## src/rtl/dmem_arbiter_if.sv

```systemverilog
// Shared data-memory port bundle: CPU requester, debug requester and memory command/return.
interface dmem_arbiter_if;
  logic        c_req;
  logic        c_we;
  logic [31:0] c_addr;
  logic [31:0] c_wdata;
  logic [3:0]  c_mask;
  logic        c_gnt;
  logic        c_stall;
  logic        c_rvalid;
  logic [31:0] c_rdata;

  logic        d_req;
  logic        d_we;
  logic [31:0] d_addr;
  logic [31:0] d_wdata;
  logic [3:0]  d_mask;
  logic        d_lock;
  logic        d_gnt;
  logic        d_rvalid;
  logic [31:0] d_rdata;

  logic        memCe;
  logic        memWr;
  logic        memRr;
  logic [31:0] memAddr;
  logic [31:0] wtData;
  logic [3:0]  w_mask;
  logic [3:0]  r_mask;
  logic [31:0] rdData_i;

  // Arbiter side
  modport slave (
    input  c_req, c_we, c_addr, c_wdata, c_mask,
    input  d_req, d_we, d_addr, d_wdata, d_mask, d_lock,
    input  rdData_i,
    output c_gnt, c_stall, c_rvalid, c_rdata,
    output d_gnt, d_rvalid, d_rdata,
    output memCe, memWr, memRr, memAddr, wtData, w_mask, r_mask
  );

  // Requesters and memory side
  modport master (
    output c_req, c_we, c_addr, c_wdata, c_mask,
    output d_req, d_we, d_addr, d_wdata, d_mask, d_lock,
    output rdData_i,
    input  c_gnt, c_stall, c_rvalid, c_rdata,
    input  d_gnt, d_rvalid, d_rdata,
    input  memCe, memWr, memRr, memAddr, wtData, w_mask, r_mask
  );
endinterface

```

## src/rtl/dmem_arbiter.sv

```systemverilog
// Arbitrates the single data-memory port between the CPU MEM stage and a debug/loader port,
// with starvation relief for debug, locked debug bursts and per-owner read-data return.
module dmem_arbiter #(
  parameter int unsigned STARVE_LIMIT = 4
) (
  input logic            clk,
  input logic            rst,
  dmem_arbiter_if.slave  bus
);

  typedef enum logic [1:0] {StIdle, StCpuPri, StDbgLock} state_e;

  localparam logic [3:0] StarveMax = 4'(STARVE_LIMIT);
  localparam logic [1:0] OwnNone   = 2'd0;
  localparam logic [1:0] OwnC      = 2'd1;
  localparam logic [1:0] OwnD      = 2'd2;

  state_e      r_state, w_state_next;
  logic [3:0]  r_starve, w_starve_next;
  logic [1:0]  r_rd_owner, w_rd_owner_next;
  logic [31:0] r_c_rdata, r_d_rdata;
  logic        w_c_gnt, w_d_gnt;
  logic        w_c_rvalid, w_d_rvalid;

  // Grants are combinational; reset gates them so every output reads 0 while rst is high.
  always_comb begin
    w_c_gnt      = 1'b0;
    w_d_gnt      = 1'b0;
    w_state_next = r_state;
    if (!rst) begin
      if (r_state == StDbgLock && bus.d_lock) begin
        w_d_gnt = bus.d_req;
      end else if (bus.c_req && bus.d_req) begin
        if (r_starve == StarveMax) w_d_gnt = 1'b1;
        else                       w_c_gnt = 1'b1;
      end else if (bus.c_req) begin
        w_c_gnt = 1'b1;
      end else if (bus.d_req) begin
        w_d_gnt = 1'b1;
      end

      if ((w_d_gnt && bus.d_lock) || (r_state == StDbgLock && bus.d_lock)) begin
        w_state_next = StDbgLock;
      end else if (w_c_gnt) begin
        w_state_next = StCpuPri;
      end else begin
        w_state_next = StIdle;
      end
    end
  end

  always_comb begin
    w_starve_next = r_starve;
    if (w_d_gnt || !bus.d_req) begin
      w_starve_next = 4'd0;
    end else if (w_c_gnt && r_starve < StarveMax) begin
      w_starve_next = r_starve + 4'd1;
    end
  end

  always_comb begin
    w_rd_owner_next = OwnNone;
    if (w_c_gnt && !bus.c_we)      w_rd_owner_next = OwnC;
    else if (w_d_gnt && !bus.d_we) w_rd_owner_next = OwnD;
  end

  always_comb begin
    bus.memCe   = w_c_gnt | w_d_gnt;
    bus.memWr   = 1'b0;
    bus.memRr   = 1'b0;
    bus.memAddr = '0;
    bus.wtData  = '0;
    bus.w_mask  = '0;
    bus.r_mask  = '0;
    if (w_c_gnt) begin
      bus.memWr   = bus.c_we;
      bus.memRr   = ~bus.c_we;
      bus.memAddr = bus.c_addr;
      bus.wtData  = bus.c_wdata;
      bus.w_mask  = bus.c_we ? bus.c_mask : 4'b0000;
      bus.r_mask  = bus.c_we ? 4'b0000 : bus.c_mask;
    end else if (w_d_gnt) begin
      bus.memWr   = bus.d_we;
      bus.memRr   = ~bus.d_we;
      bus.memAddr = bus.d_addr;
      bus.wtData  = bus.d_wdata;
      bus.w_mask  = bus.d_we ? bus.d_mask : 4'b0000;
      bus.r_mask  = bus.d_we ? 4'b0000 : bus.d_mask;
    end
  end

  // The non-owning side keeps presenting the last data it received.
  assign w_c_rvalid   = (r_rd_owner == OwnC);
  assign w_d_rvalid   = (r_rd_owner == OwnD);
  assign bus.c_gnt    = w_c_gnt;
  assign bus.d_gnt    = w_d_gnt;
  assign bus.c_stall  = bus.c_req & ~w_c_gnt & ~rst;
  assign bus.c_rvalid = w_c_rvalid;
  assign bus.d_rvalid = w_d_rvalid;
  assign bus.c_rdata  = w_c_rvalid ? bus.rdData_i : r_c_rdata;
  assign bus.d_rdata  = w_d_rvalid ? bus.rdData_i : r_d_rdata;

  always_ff @(posedge clk or posedge rst) begin
    if (rst) begin
      r_state    <= StIdle;
      r_starve   <= 4'd0;
      r_rd_owner <= OwnNone;
      r_c_rdata  <= '0;
      r_d_rdata  <= '0;
    end else begin
      r_state    <= w_state_next;
      r_starve   <= w_starve_next;
      r_rd_owner <= w_rd_owner_next;
      if (w_c_rvalid) r_c_rdata <= bus.rdData_i;
      if (w_d_rvalid) r_d_rdata <= bus.rdData_i;
    end
  end

endmodule

```

## src/flat_wrapper.sv

```systemverilog
// flat-port wrapper written by rule: the top's interface ports become plain ports
module dmem_arbiter_flat 
#(
  parameter int unsigned STARVE_LIMIT = 4
)
  (clk, rst, bus_c_req, bus_c_we, bus_c_addr, bus_c_wdata, bus_c_mask, bus_d_req, bus_d_we, bus_d_addr, bus_d_wdata, bus_d_mask, bus_d_lock, bus_rdData_i, bus_c_gnt, bus_c_stall, bus_c_rvalid, bus_c_rdata, bus_d_gnt, bus_d_rvalid, bus_d_rdata, bus_memCe, bus_memWr, bus_memRr, bus_memAddr, bus_wtData, bus_w_mask, bus_r_mask);
  dmem_arbiter_if bus_i ();
  input logic clk;
  input logic rst;
  input wire logic [$bits(bus_i.c_req)-1:0] bus_c_req;
  input wire logic [$bits(bus_i.c_we)-1:0] bus_c_we;
  input wire logic [$bits(bus_i.c_addr)-1:0] bus_c_addr;
  input wire logic [$bits(bus_i.c_wdata)-1:0] bus_c_wdata;
  input wire logic [$bits(bus_i.c_mask)-1:0] bus_c_mask;
  input wire logic [$bits(bus_i.d_req)-1:0] bus_d_req;
  input wire logic [$bits(bus_i.d_we)-1:0] bus_d_we;
  input wire logic [$bits(bus_i.d_addr)-1:0] bus_d_addr;
  input wire logic [$bits(bus_i.d_wdata)-1:0] bus_d_wdata;
  input wire logic [$bits(bus_i.d_mask)-1:0] bus_d_mask;
  input wire logic [$bits(bus_i.d_lock)-1:0] bus_d_lock;
  input wire logic [$bits(bus_i.rdData_i)-1:0] bus_rdData_i;
  output wire logic [$bits(bus_i.c_gnt)-1:0] bus_c_gnt;
  output wire logic [$bits(bus_i.c_stall)-1:0] bus_c_stall;
  output wire logic [$bits(bus_i.c_rvalid)-1:0] bus_c_rvalid;
  output wire logic [$bits(bus_i.c_rdata)-1:0] bus_c_rdata;
  output wire logic [$bits(bus_i.d_gnt)-1:0] bus_d_gnt;
  output wire logic [$bits(bus_i.d_rvalid)-1:0] bus_d_rvalid;
  output wire logic [$bits(bus_i.d_rdata)-1:0] bus_d_rdata;
  output wire logic [$bits(bus_i.memCe)-1:0] bus_memCe;
  output wire logic [$bits(bus_i.memWr)-1:0] bus_memWr;
  output wire logic [$bits(bus_i.memRr)-1:0] bus_memRr;
  output wire logic [$bits(bus_i.memAddr)-1:0] bus_memAddr;
  output wire logic [$bits(bus_i.wtData)-1:0] bus_wtData;
  output wire logic [$bits(bus_i.w_mask)-1:0] bus_w_mask;
  output wire logic [$bits(bus_i.r_mask)-1:0] bus_r_mask;
  assign bus_i.c_req = bus_c_req;
  assign bus_i.c_we = bus_c_we;
  assign bus_i.c_addr = bus_c_addr;
  assign bus_i.c_wdata = bus_c_wdata;
  assign bus_i.c_mask = bus_c_mask;
  assign bus_i.d_req = bus_d_req;
  assign bus_i.d_we = bus_d_we;
  assign bus_i.d_addr = bus_d_addr;
  assign bus_i.d_wdata = bus_d_wdata;
  assign bus_i.d_mask = bus_d_mask;
  assign bus_i.d_lock = bus_d_lock;
  assign bus_i.rdData_i = bus_rdData_i;
  assign bus_c_gnt = bus_i.c_gnt;
  assign bus_c_stall = bus_i.c_stall;
  assign bus_c_rvalid = bus_i.c_rvalid;
  assign bus_c_rdata = bus_i.c_rdata;
  assign bus_d_gnt = bus_i.d_gnt;
  assign bus_d_rvalid = bus_i.d_rvalid;
  assign bus_d_rdata = bus_i.d_rdata;
  assign bus_memCe = bus_i.memCe;
  assign bus_memWr = bus_i.memWr;
  assign bus_memRr = bus_i.memRr;
  assign bus_memAddr = bus_i.memAddr;
  assign bus_wtData = bus_i.wtData;
  assign bus_w_mask = bus_i.w_mask;
  assign bus_r_mask = bus_i.r_mask;
  dmem_arbiter #(.STARVE_LIMIT(STARVE_LIMIT)) u_core (.clk(clk), .rst(rst), .bus(bus_i));
endmodule
```

## config.mk

```make
export PLATFORM = sky130hd
export DESIGN_NAME = dmem_arbiter_flat
export DESIGN_NICKNAME = d
export VERILOG_FILES = /design/src/rtl/dmem_arbiter_if.sv /design/src/rtl/dmem_arbiter.sv /design/src/flat_wrapper.sv
export SDC_FILE = /design/constraint.sdc
export NUM_CORES = 1
export LEC_CHECK = 0
export ABC_AREA = 1
export CAP_MARGIN = 25
export CORE_AREA = 5 5 120 122
export CTS_CLUSTER_DIAMETER = 200
export DETAILED_ROUTE_END_ITERATION = 16
export DIE_AREA = 0 0 125 127
export GPL_ROUTABILITY_DRIVEN = 0
export PLACE_DENSITY = 0.84
export SYNTH_ARGS = -nofsm -noshare
export SYNTH_HDL_FRONTEND = slang
export SYNTH_SLANG_ARGS = --single-unit
```

## constraint.sdc

```tcl
create_clock -name clk -period 3.5 [get_ports clk]
set_clock_uncertainty 0.15 [all_clocks]
set_input_delay 0.7 -clock clk [delete_from_list [all_inputs] [get_ports clk]]
set_output_delay 0.7 -clock clk [all_outputs]
set_load 0.01 [all_outputs]
```

==> metrics.txt <==
worst slew pin tran 550.8 ps; Worst Hold Launch u_core.r_c_rdata[8]$_DFF_PP0_; Hold Slack around 350 ps; worst min-delay path class flop to flop; RSZ-0062 raised after global routing yes; initial core utilization 28.95%; drt pass-1 iters 4; Hold Path Stages 2; Routed WL per cell 16.15 microns; Post-Synthesis Cells 536; Critical Path, Cell by Cell clkdlybuf4s50_1 -> nand4_2 -> nand2_4 -> clkinv_4 -> clkbuf_16 -> nor2_1 -> clkdlybuf4s50_1; worst setup margin roughly 54 ps; Synth Cell Area 0.003789 sq mm; vias per cell 4.406; final WL between 15000 and 20000 microns; CP delay by family, top buffers and inverters; nets@finish 1039; Synthesis Warnings 0; antenna violations before repair 0; largest net degree at the start of global routing 76; CTS sink count 72; core area 0.01309 sq mm; fill count between 1000 and 1500; outcome finished, final reports clean; I/O pin total roughly 320; Layout area overhead 103.4%; die width 125 microns; Global Route Usage Sum 19.39%; diode count 0; dpl hpwl 13060 microns; Worst Hold Path EP u_core.r_c_rdata[8]$_DFF_PP0_; post-synthesis register bit count 72; # H-tree levels 3; crit end category primary output; CP max FO 21; maximum clock rate 290.2 MHz; Yosys top cell by area dfrtp_1; slowest stage cell, crit path clkdlybuf4s50_1; layout cell share with drive strength beyond 1 a little under 8%; CTS clk-pin slew, worst paths 60 ps; leakage between 3 and 4 nW; Seq/Total Area, Yosys 47.56%; top cell type's share of synthesized area 47.56%; Finish-stage setup viols 0; Tmin final 3446 ps; FF-to-FF End u_core.r_c_rdata[25]$_DFF_PP0_; Yosys cell types 18; # rows 42; utilization after layout 58.89%; Die H 127 microns; slowest stage delay, CP 570 ps; Setup WS pre-CTS between 3 and 4 ps; Multi-input gate area 0.001662 sq mm; FF/Latch Area approximately 0.0018 sq mm; Final Cycle Share 98.47%; clk root buf clkbuf_16; Overflow after GRT 0; Worst-Skew Late Latency 330 ps; Max rail drop VDD 390.5 uV; critical path data arrival time about 2600 ps; commonest non-fill, non-tap cells in the layout 304 x clkdlybuf4s50_1, 271 x nand2_1, 72 x o21ai_0, 72 x dfrtp_1, 46 x inv_1; PortBufs 318; CTS tree done; CTS Buffer Depth 2; max-cap violations 0; worst r2r path cells 4; CTS Buf Count 9; Post-Syn Area per Cell 7.068 sq um; die area ~0.016 sq mm; vias in the first global route 4459; Worst setup SP type input pin; most used cell, CP clkdlybuf4s50_1; Power Density 413.1 mW/mm^2; Hold-fix buffers, CTS 0; Worst EP required 2650 ps; max-slew violation count 0; Iteration-0 DRC Markers 171; vias 4595; commonest non-fill, non-tap cell in the layout clkdlybuf4s50_1; Slew headroom around 63%; r2r setup slk 1870 ps; post-synth net total 713; antenna-violating nets left 0; Residual DRC 0; RR Startpoint u_core.r_rd_owner[1]$_DFF_PP0_; Tot Pwr approximately 3.2 mW; WS Path Type input pin to primary output; global-route wire length before repair 24700 microns; synth top area cells dfrtp_1 48%, nand2_1 27%, o21ai_0 9.6%; number of buffers and inverters on the critical path 4; Hold Vio Cnt, Final 0
[sequential cells by signal, summed over array words and instances, names as in the netlist]
register / count
u_core.r_c_rdata: 32
u_core.r_d_rdata: 32
u_core.r_starve: 4
u_core.r_rd_owner: 2
u_core.r_state: 2
[routing by layer]
metal / vias to the layer above / GRT usage (%) / part of all wire (%)
li1: 2297 / - / -
met1: 2064 / 23.10 / 38
met2: 202 / 34.07 / 52
met3: 32 / 5.551 / 7.3
met4: 0 / 5.931 / 2.9
met5: - / 0 / 0
[how the worst max path moves through the flow]
stage,depth (start not counted),startpoint,slack (ps),end
after global placement,9,bus_d_req,10,bus_r_mask[1]
after floorplan,9,rst,130,bus_memAddr[14]
after global routing,10,bus_d_lock,-10,bus_r_mask[1]
after detailed placement,9,bus_c_req,4,bus_wtData[2]
final,7,bus_d_req,50,bus_c_stall
after CTS,9,bus_c_req,0.3,bus_memAddr[0]
[worst register-to-register path, stage by stage (launching register included)]
cell     delay [ps]
dfrtp_1         360
inv_1            70
nand2_2         290
buf_4           360
o21ai_0         290
[cell type report]
cell class | count | area share [%]
inverters | 50 | 2.598
multi-input cells | 386 | 21.56
clock buffers | 9 | 2.923
well taps | 176 | 2.858
flip-flops and latches | 72 | 23.38
repair buffers | 343 | 45.56
clock inverters | 7 | 1.120
[synthesized netlist by cell type]
library cell and n:
nand2_1 272, o21ai_0 73, dfrtp_1 72, inv_1 46, clkbuf_1 13, nand2_2 12, nor2_1 11, buf_2 9
buf_6 6, inv_2 4, nand3_1 4, a21oi_1 3, nand4_1 3, ha_1 2, nand3_2 2, o22ai_1 2
nand4_2 1, nor2_4 1
[cell families after synthesis]
kind of cell    Yosys count  synth area share (%)
simple gates            306                 32.20
compound gates           78                 10.37
buf+inv                  78                 9.214
flops                    72                 47.56
fa+ha+maj                 2                0.6604
[stage by stage]
step	TNS [ps]	area, sq um	instances
global route	-26.65	7706	1043
CTS	0	7532	1038
global placement	0	7221	1022
floorplan	0	3789	536
detailed placement	0	7221	1022
finish	0	7706	1043
[report_power, final]
part,internal (mW),switching (mW)
Clock,0.568,0.387
Sequential,0.998,0.0472
Combinational,0.671,0.512
[what timing repair did]
action / CTS / global route
resized for setup: 4 / 25
pin swaps: 0 / 1
gates cloned: 0 / 3
setup buffers: 0 / 1
endpoints found under the setup margin: 4 / 70
No activity file was read; power rests on OpenSTA's default activity.
